--- src/rtl/head.sv ---
// Shared definitions for the data-memory path: memory geometry, request
// opcodes and dmem_master state codes.
`ifndef DMEM_HEAD_V
`define DMEM_HEAD_V

`define DATA_MEM_ADDRESS 8

`define DMEM_OP_LW  3'd0
`define DMEM_OP_LH  3'd1
`define DMEM_OP_LHU 3'd2
`define DMEM_OP_LB  3'd3
`define DMEM_OP_LBU 3'd4
`define DMEM_OP_SW  3'd5
`define DMEM_OP_SH  3'd6
`define DMEM_OP_SB  3'd7

`define DMEM_ST_IDLE  2'd0
`define DMEM_ST_READ  2'd1
`define DMEM_ST_WRITE 2'd2
`define DMEM_ST_RESP  2'd3

`endif

--- src/rtl/dmem_master_pkg.sv ---
// Typed views of the shared opcode and state encodings used by the
// data-memory master and its lane logic.
`ifndef DMEM_HEAD_V
`include "head.sv"
`endif

package dmem_master_pkg;

    localparam int AW = `DATA_MEM_ADDRESS;

    typedef enum logic [2:0] {
        OP_LW  = `DMEM_OP_LW,
        OP_LH  = `DMEM_OP_LH,
        OP_LHU = `DMEM_OP_LHU,
        OP_LB  = `DMEM_OP_LB,
        OP_LBU = `DMEM_OP_LBU,
        OP_SW  = `DMEM_OP_SW,
        OP_SH  = `DMEM_OP_SH,
        OP_SB  = `DMEM_OP_SB
    } op_e;

    typedef enum logic [1:0] {
        ST_IDLE  = `DMEM_ST_IDLE,
        ST_READ  = `DMEM_ST_READ,
        ST_WRITE = `DMEM_ST_WRITE,
        ST_RESP  = `DMEM_ST_RESP
    } state_e;

    function automatic logic is_store(op_e op);
        return (op == OP_SW) || (op == OP_SH) || (op == OP_SB);
    endfunction

endpackage

--- src/rtl/dmem_lane.sv ---
// Combinational byte-lane logic: load extraction/extension, store merge
// into a previously read word, and alignment checking of a new request.
`ifndef DMEM_HEAD_V
`include "head.sv"
`endif

module dmem_lane
    import dmem_master_pkg::*;
(
    input  logic [2:0]  chk_op,
    input  logic [1:0]  chk_addr,
    output logic        misaligned,
    input  logic [2:0]  op,
    input  logic [1:0]  addr,
    input  logic [31:0] rd_word,
    input  logic [31:0] old_word,
    input  logic [31:0] wdata,
    output logic [31:0] ld_data,
    output logic [31:0] st_word
);

    logic [7:0]  ld_byte;
    logic [15:0] ld_half;

    assign ld_byte = rd_word[{addr, 3'b000} +: 8];
    assign ld_half = rd_word[{addr[1], 4'b0000} +: 16];

    always_comb begin
        // NOTE: every output gets a default before the case so no path leaves a latch behind.
        ld_data = rd_word;
        case (op_e'(op))
            OP_LB:   ld_data = {{24{ld_byte[7]}}, ld_byte};
            OP_LBU:  ld_data = {24'h0, ld_byte};
            OP_LH:   ld_data = {{16{ld_half[15]}}, ld_half};
            OP_LHU:  ld_data = {16'h0, ld_half};
            default: ld_data = rd_word;
        endcase
    end

    // Sub-word stores replace only the addressed lane(s) of the word read earlier.
    always_comb begin
        st_word = old_word;
        case (op_e'(op))
            OP_SW:   st_word = wdata;
            OP_SH:   st_word[{addr[1], 4'b0000} +: 16] = wdata[15:0];
            OP_SB:   st_word[{addr, 3'b000} +: 8] = wdata[7:0];
            default: st_word = old_word;
        endcase
    end

    always_comb begin
        misaligned = 1'b0;
        case (op_e'(chk_op))
            OP_LW, OP_SW:        misaligned = |chk_addr;
            OP_LH, OP_LHU, OP_SH: misaligned = chk_addr[0];
            default:             misaligned = 1'b0;
        endcase
    end

endmodule

--- src/rtl/dmem_master.sv ---
// Data-memory master: turns one pipeline load/store into memory cycles,
// using read-modify-write for sub-word stores, then a one-cycle response.
`ifndef DMEM_HEAD_V
`include "head.sv"
`endif

module dmem_master
    import dmem_master_pkg::*;
(
    input  logic                         clk,
    input  logic                         rst,
    input  logic                         req_valid,
    output logic                         req_ready,
    input  logic [2:0]                   req_op,
    input  logic [31:0]                  req_addr,
    input  logic [31:0]                  req_wdata,
    output logic                         resp_valid,
    output logic [31:0]                  resp_rdata,
    output logic                         resp_err,
    output logic                         dm_wen,
    output logic [`DATA_MEM_ADDRESS-1:0] dm_address,
    output logic [31:0]                  dm_write_data,
    input  logic [31:0]                  dm_read_data
);

    state_e        state;
    op_e           op_q;
    logic [AW+1:0] addr_q;
    logic [31:0]   wdata_q;
    logic [31:0]   word_q;

    logic          accept;
    logic          misaligned;
    logic [31:0]   ld_data;
    logic [31:0]   st_word;
    logic          unused_addr_hi;

    // Address bits above the memory size are dropped so accesses wrap.
    assign unused_addr_hi = ^req_addr[31:AW+2];

    assign accept        = req_valid && req_ready;
    assign req_ready     = (state == ST_IDLE);
    assign dm_wen        = (state == ST_WRITE);
    assign dm_address    = addr_q[AW+1:2];
    assign dm_write_data = st_word;

    dmem_lane u_lane (
        .chk_op     (req_op),
        .chk_addr   (req_addr[1:0]),
        .misaligned (misaligned),
        .op         (op_q),
        .addr       (addr_q[1:0]),
        .rd_word    (dm_read_data),
        .old_word   (word_q),
        .wdata      (wdata_q),
        .ld_data    (ld_data),
        .st_word    (st_word)
    );

    // NOTE: state is updated with non-blocking assignments so every register samples pre-edge values.
    always_ff @(posedge clk or posedge rst) begin
        if (rst) begin
            state      <= ST_IDLE;
            op_q       <= OP_LW;
            addr_q     <= '0;
            wdata_q    <= '0;
            word_q     <= '0;
            resp_valid <= 1'b0;
            resp_rdata <= '0;
            resp_err   <= 1'b0;
        end else begin
            resp_valid <= 1'b0;
            unique case (state)
                ST_IDLE: begin
                    if (accept) begin
                        op_q    <= op_e'(req_op);
                        addr_q  <= req_addr[AW+1:0];
                        wdata_q <= req_wdata;
                        if (misaligned) begin
                            state      <= ST_RESP;
                            resp_valid <= 1'b1;
                            resp_err   <= 1'b1;
                            resp_rdata <= '0;
                        end else if (op_e'(req_op) == OP_SW) begin
                            state <= ST_WRITE;
                        end else begin
                            state <= ST_READ;
                        end
                    end
                end
                ST_READ: begin
                    word_q <= dm_read_data;
                    if (is_store(op_q)) begin
                        state <= ST_WRITE;
                    end else begin
                        state      <= ST_RESP;
                        resp_valid <= 1'b1;
                        resp_err   <= 1'b0;
                        resp_rdata <= ld_data;
                    end
                end
                ST_WRITE: begin
                    state      <= ST_RESP;
                    resp_valid <= 1'b1;
                    resp_err   <= 1'b0;
                    resp_rdata <= '0;
                end
                ST_RESP: begin
                    state <= ST_IDLE;
                end
            endcase
        end
    end

endmodule
--- config.mk ---
export PLATFORM = sky130hd
export DESIGN_NAME = dmem_master
export DESIGN_NICKNAME = d
export VERILOG_FILES = /design/src/rtl/dmem_master_pkg.sv /design/src/rtl/dmem_lane.sv /design/src/rtl/dmem_master.sv
export VERILOG_INCLUDE_DIRS = /design/src /design/src/rtl
export SDC_FILE = /design/constraint.sdc
export NUM_CORES = 1
export LEC_CHECK = 0
export BUFFER_PORTS_ARGS = -buffer_cell sky130_fd_sc_hd__clkbuf_2
export CORE_AREA = 3 3 171 90
export DETAILED_ROUTE_END_ITERATION = 16
export DIE_AREA = 0 0 174 93
export PLACE_DENSITY_LB_ADDON = 0.1
export SYNTH_ARGS = -nofsm -noshare
export SYNTH_HDL_FRONTEND = slang
export SYNTH_HIERARCHICAL = 1
export SYNTH_SLANG_ARGS = --single-unit
--- constraint.sdc ---
create_clock -name clk -period 5.37 [get_ports clk]
set_input_delay 1.611 -clock clk [delete_from_list [all_inputs] [get_ports clk]]
set_output_delay 1.611 -clock clk [all_outputs]
set_load 0.01 [all_outputs]
==> flow_summary_export.csv, run 1 <==
group,metric,value,unit
logic_synthesis,syn-num-nets,631,
routing,wl,19400,um
logic_synthesis,synth_edf_count,0,
routing,via_count,5243,
logic_synthesis,syn_avg_cell_area,12.0,um^2
routing,avgRoutedWirePerCell,22.3,um
worst_setup_path,cp.arrival,3.12,ns
worst_setup_path,r2r_setup_slack,2.46,ns
die,die_h,93,um
clock_tree,clock_latency,0.41,ns
cells_and_area,antenna_cells,0,
placement,placed_area,7050,um^2
cells_and_area,nets,772,
logic_synthesis,yosysSeqAreaShare,45.5,%
worst_setup_path,slowest_delay,0.93,ns
placement,portBuffers,155,
worst_setup_path,timing.rr.end,"resp_rdata[7]$_DFFE_PP0P_",
timing,maxClockFrequency,0.211,GHz
clock_tree,cts_hold_buf,0,
logic_synthesis,synth.area.top_cells,"dfrtp_1 45%, mux2_2 16%, a22o_1 6.8%",
cells_and_area,finalInstanceArea,7650,um^2
power,vdd_ir_drop_max,0.317,mV
worst_setup_path,crit_fanout,28,
die,initial_core_util,44.1,%
clock_tree,clock_path_buffers,2,
worst_setup_path,slowest_stage,"dfrtp_1",
timing,worst_slew_pin_slew,1.31,ns
min_path,holdCritPathClass,"reg2reg",
worst_setup_path,reg2regPathDepth,6,
timing,tns,0,ns
clock_tree,cts_tree,"done",
placement,dp_hpwl,14100,um
power,p_sw_share,40.0,%
min_path,hold_path_depth,1,
timing,slew_headroom,12.3,%
routing,drc,0,
cells_and_area,drive_gt1_share,44.6,%
timing,rsz0062_at_grt,"no",
logic_synthesis,synth_cell_types,54,
power,pwr-share-clk,20.6,%
timing,hold_viol,0,
logic_synthesis,synth_top_area_share,45.5,%
routing,via_per_inst,6.04,
power,seq_power_share,29.1,%
cells_and_area,area_growth,23.1,%
clock_tree,cts.repair.resized,0,
logic_synthesis,synthCells,520,
worst_setup_path,crit_required,3.76,ns
clock_tree,clock_sinks,113,
die,die-area,16200,um^2
placement,gp_congestion,0.879,
logic_synthesis,synth_warnings,6,
power,intPower,3.37,mW
logic_synthesis,synth_top_flop_cell,"dfrtp_1",
power,combPwrFrac,50.4,%
run,drv_cap,0,
global_route,antenna_found_initial,1,
global_route,grt_max_degree,46,
power,p_leak,3.62,nW
die,io_pins,178,
die,die_w,174,um
worst_setup_path,crit_start,"addr_q[1]$_DFFE_PP0P_",
placement,dp.cells,840,
clock_tree,htreeDepth,4,
clock_tree,numCtsBuffers,17,
routing,drt_iter0_drc,534,
global_route,track_usage,24.4,%
clock_tree,clkTransAtPathRegs,0.05,ns
worst_setup_path,path_class,"reg2out",
logic_synthesis,syn-cell-area,6220,um^2
worst_setup_path,startpoint_type,"flop",
power,power_density,734,nW/um^2
timing,slew_violations,0,
clock_tree,root_buffer,"clkbuf_16",
logic_synthesis,async_flop_share,100,%
timing,period_share,88.1,%
global_route,grt_pass1_vias,5210,
logic_synthesis,yosysMostFrequentCell,"dfrtp_1",
timing,post-route-min-period,4.73,ns
global_route,overflow,0,
routing,final_antenna_net_count,0,
power,p_sw,2.25,mW
timing,skew,0.00815,ns
timing,setup_viol,0,
run_status,status,"complete, no violations",
clock_tree,post_cts_buffers,0,
cells_and_area,final-instance-count-excl-fill,868,
logic_synthesis,ys_ff_latch,113,
worst_setup_path,cp-end-kind,"output port",
worst_setup_path,r2r_start,"op_q[1]$_DFFE_PP0P_",
worst_setup_path,path_cells,"inv_1, ha_1, nand2_1, nor4_4, a21oi_1, o21ai_0, clkbuf_2",
routing,firstDrtPassIters,5,
die,rows,31,
worst_setup_path,crit_path_end,"dm_write_data[17]",
global_route,grt_pass1_wl,30100,um
logic_synthesis,yosys.area.top_type,"dfrtp_1",
logic_synthesis,synth_common_cells,"113 x dfrtp_1, 86 x mux2_2, 48 x a22o_1",
die,fp.coreArea,14100,um^2
==> cells in the final DEF (no fill, tap or decap), types with 10 or more instances in the layout <==
cell type,Yosys,layout
a21o_1,17,17
a21oi_1,14,14
a221o_1,24,24
a22o_1,48,48
and2_1,10,10
buf_4,10,12
clkbuf_16,0,17
clkbuf_2,0,155
dfrtp_1,113,113
inv_1,14,13
mux2_2,86,86
nor2_1,13,13
o21ai_0,15,15
==> critical path, delay by kind of cell, from the launching register on <==
family	cells	cell delay (ns)
flip-flops	1	0.93
AO/OA/AOI/OAI	2	0.33
buffers and inverters	2	0.46
adder cells (fa/ha/maj)	1	0.46
AND/OR/NAND/NOR	2	0.52
==> layer usage <==
layer,part of all wire (%),track usage (%),routed length (um),vias up
met5,0.057,0,11,-
li1,-,-,-,2303
met3,9.5,7.26,1850,44
met2,40,34.1,7810,280
met4,2.1,8.49,400,2
met1,48,35.8,9290,2614
==> registers in the layout, indices dropped and copies added (netlist names) <==
name and count:
word_q 32, resp_err 1, addr_q 10, resp_valid 1, op_q 3, state 2
resp_rdata 32, wdata_q 32
==> area by class of cell <==
class / count / area, um^2
Multi-Input combinational cell: 348 / 3060
Tap cell: 198 / 248
Timing Repair Buffer: 167 / 866
Sequential cell: 113 / 2830
Inverter: 14 / 55.1
Clock inverter: 6 / 105
Clock buffer: 22 / 494
Fill cell: 1281 / 6460
==> through the flow <==
stage | hold slack, ns | utilization (%) | setup slack [ns] | power (mW)
after global routing | 0.516 | 54.2 | 0.382 | 5.98
after detailed placement | 0.487 | 50.0 | 1.08 | 4.44
final | 0.499 | 54.2 | 0.637 | 5.62
after global placement | 0.485 | 50.0 | 1.11 | 4.37
after CTS | 0.501 | 54.2 | 0.641 | 5.62
after floorplan | 0.480 | - | 0.772 | 3.62
==> power groups by stage <==
| stage | registers [mW] | logic [mW] | clock network (mW) |
|---|---|---|---|
| 6_report | 1.63 | 2.83 | 1.16 |
| 5_1_grt | 1.69 | 3.08 | 1.21 |
| 4_1_cts | 1.63 | 2.82 | 1.17 |
| 3_5_place_dp | 1.64 | 2.81 | 0 |
| 3_3_place_gp | 1.62 | 2.75 | 0 |
| 2_1_floorplan | 1.53 | 2.08 | 0 |
==> how the worst min path moves through the flow <==
stage / from / to / slack (ns)
floorplan: wdata_q[24]$_DFFE_PP0P_ / wdata_q[24]$_DFFE_PP0P_ / 0.48
global placement: resp_rdata[16]$_DFFE_PP0P_ / resp_rdata[16]$_DFFE_PP0P_ / 0.49
detailed placement: resp_rdata[10]$_DFFE_PP0P_ / resp_rdata[10]$_DFFE_PP0P_ / 0.49
CTS: resp_rdata[17]$_DFFE_PP0P_ / resp_rdata[17]$_DFFE_PP0P_ / 0.50
global route: word_q[11]$_DFFE_PP0N_ / word_q[11]$_DFFE_PP0N_ / 0.52
finish: resp_rdata[17]$_DFFE_PP0P_ / resp_rdata[17]$_DFFE_PP0P_ / 0.50
==> cells by family (layout without fill, tap and decap cells) <==
kind of cell | after synthesis | in the layout | share of synthesized area, %
multiplexers | 96 | 96 | 17.6
adder cells (fa/ha/maj) | 11 | 11 | 2.13
XOR/XNOR | 3 | 3 | 0.423
AND/OR/NAND/NOR | 66 | 66 | 6.54
flip-flops | 113 | 113 | 45.5
AO/OA/AOI/OAI | 172 | 172 | 22.5
buffers and inverters | 59 | 209 | 5.41
(Power assumes the default switching activity.)
==> run 2: changes to the inputs <==
- PLACE_DENSITY: default -> 0.75
- PLACE_DENSITY_LB_ADDON: 0.1 -> default
==> run 2 against run 1 <==
Compared with the run above:
- clock skew rose by 0.0077 ns
- sequential share of layout area is essentially flat
- fmax grew 1.8%
- worst setup slack gained 0.086 ns
- critical path type unchanged
- critical endpoint is now dm_write_data[7]
==> flow_summary_export.csv, run 2 (synthesis results as in run 1) <==
group,metric,value,unit
run_status,status,"complete, no violations",
placement,gp_congestion,0.875,
worst_setup_path,crit_fanout,28,
timing,timing.final.ws_setup,0.723,ns
die,die_w,174,um
cells_and_area,final-instance-count-excl-fill,870,
global_route,use_met3,8.39,%
worst_setup_path,cp_top_family,"compound AO/OA/AOI/OAI gates",
timing,skew,0.0159,ns
cells_and_area,layout_common_cells,"155 x clkbuf_2, 113 x dfrtp_1, 86 x mux2_2",
timing,hold_viol,0,
global_route,grt_busiest_layer,"met1",
placement,place_ws,1.23,ns
timing,slew_violations,0,
run,drv_cap,0,
routing,via_per_inst,6.18,
worst_setup_path,slowest_delay,1.03,ns
cells_and_area,top_regs,"resp_rdata (32), wdata_q (32), word_q (32)",
timing,rsz0062_at_grt,"no",
routing,avgRoutedWirePerCell,23.1,um
cells_and_area,antenna_cells,0,
placement,placed_area,7040,um^2
routing,final_antenna_net_count,0,
cells_and_area,finalInstanceArea,7650,um^2
clock_tree,clock_path_buffers,2,
worst_setup_path,path_class,"reg2out",
worst_setup_path,startpoint_type,"flop",
routing,via_count,5379,
global_route,grt_pass1_vias,5291,
global_route,grtUsageMet1,36.6,%
timing,setup_viol,0,
cells_and_area,area_growth,23.0,%
worst_setup_path,slowest_stage,"o41ai_2",
die,rows,31,
global_route,overflow,0,
routing,drc,0,
placement,dp.cells,838,
global_route,grt_max_degree,80,
routing,firstDrtPassIters,6,
clock_tree,root_buffer,"clkbuf_16",
clock_tree,cts_tree,"done",
worst_setup_path,crit_required,3.76,ns
worst_setup_path,path_buf_inv,3,
clock_tree,htreeDepth,4,
routing,drt_iter0_drc,679,
global_route,grt_util_met2,32.9,%
worst_setup_path,path_cells,"buf_4, inv_1, ha_1, o41ai_2, a22o_1, clkbuf_2",
timing,tns,0,ns
clock_tree,post_cts_buffers,0,
worst_setup_path,cp-end-kind,"output port",
die,io_pins,178,
timing,post-route-min-period,4.65,ns
cells_and_area,mostFrequentLayoutCell,"clkbuf_2",
cells_and_area,drive_gt1_share,44.8,%
die,initial_core_util,44.1,%
die,die_h,93,um
clock_tree,cts.repair.resized,0,
clock_tree,clock_latency,0.42,ns
global_route,track_usage,24.5,%
clock_tree,clkTransAtPathRegs,0.06,ns
clock_tree,clock_sinks,113,
power,power_density,749,nW/um^2
global_route,antenna_found_initial,0,
die,fp.coreArea,14100,um^2
cells_and_area,nets,770,
global_route,grt_pass1_wl,30200,um
min_path,holdCritPathClass,"reg2reg",
placement,portBuffers,155,
timing,maxClockFrequency,0.215,GHz
clock_tree,numCtsBuffers,17,
power,p_leak,3.60,nW
placement,dp_hpwl,14500,um
timing,worst_slew_pin_slew,1.26,ns
worst_setup_path,cp.arrival,3.04,ns
timing,slew_headroom,16.3,%
routing,wl,20100,um
timing,period_share,86.5,%
power,vdd_ir_drop_max,0.318,mV
die,die-area,16200,um^2
clock_tree,cts_hold_buf,0,
==> run 2: metrics by stage <==
step	hold WS [ns]	utilization [%]	total power [mW]
after floorplan	0.480	-	3.62
after global placement	0.484	49.9	4.36
after detailed placement	0.485	49.9	4.49
after CTS	0.502	54.2	5.69
after global routing	0.519	54.2	6.01
final	0.500	54.2	5.73
==> run 2: layer usage <==
metal | wire, um | vias up
met5 | 0 | -
met4 | 257 | 0
met3 | 2720 | 32
met2 | 8140 | 399
met1 | 8940 | 2663
li1 | - | 2285
==> run 2: worst paths after layout <==
path | from | end | slack [ns] | cells after the start
max in group asynchronous | rst | resp_rdata[5]$_DFFE_PP0P_ | 2.88 | 3
min in group asynchronous | rst | addr_q[9]$_DFFE_PP0P_ | 1.42 | 2
worst min register to register | resp_rdata[21]$_DFFE_PP0P_ | resp_rdata[21]$_DFFE_PP0P_ | 0.50 | 1
worst max-delay path | addr_q[1]$_DFFE_PP0P_ | dm_write_data[7] | 0.72 | 6
worst max register to register | op_q[0]$_DFFE_PP0P_ | resp_rdata[11]$_DFFE_PP0P_ | 2.49 | 5
worst min-delay path | resp_rdata[21]$_DFFE_PP0P_ | resp_rdata[21]$_DFFE_PP0P_ | 0.50 | 1
==> run 2: worst reg2reg max path, delay by kind of cell, from the launching register on <==
family | cells | cell delay [ns]
multiplexers | 1 | 0.56
AND/OR/NAND/NOR | 1 | 0.83
buffers and inverters | 1 | 0.23
AO/OA/AOI/OAI | 2 | 0.76
flip-flops | 1 | 0.38
==> run 2: area by class of cell <==
cell class | instances | area, um^2
inverter | 14 | 55.1
fill | 1233 | 6470
sequential | 113 | 2830
clock inverter | 15 | 183
clock buffer | 17 | 425
multi-input combinational | 348 | 3060
timing repair buffer | 165 | 851
tap | 198 | 248
==> run 2: power by group <==
group,switching (mW),total [mW],internal [mW],leakage (nW)
Combinational,1.62,2.94,1.32,1.92
Clock,0.440,1.17,0.733,0.286
Sequential,0.344,1.61,1.27,1.39
Total,2.40,5.73,3.33,3.60
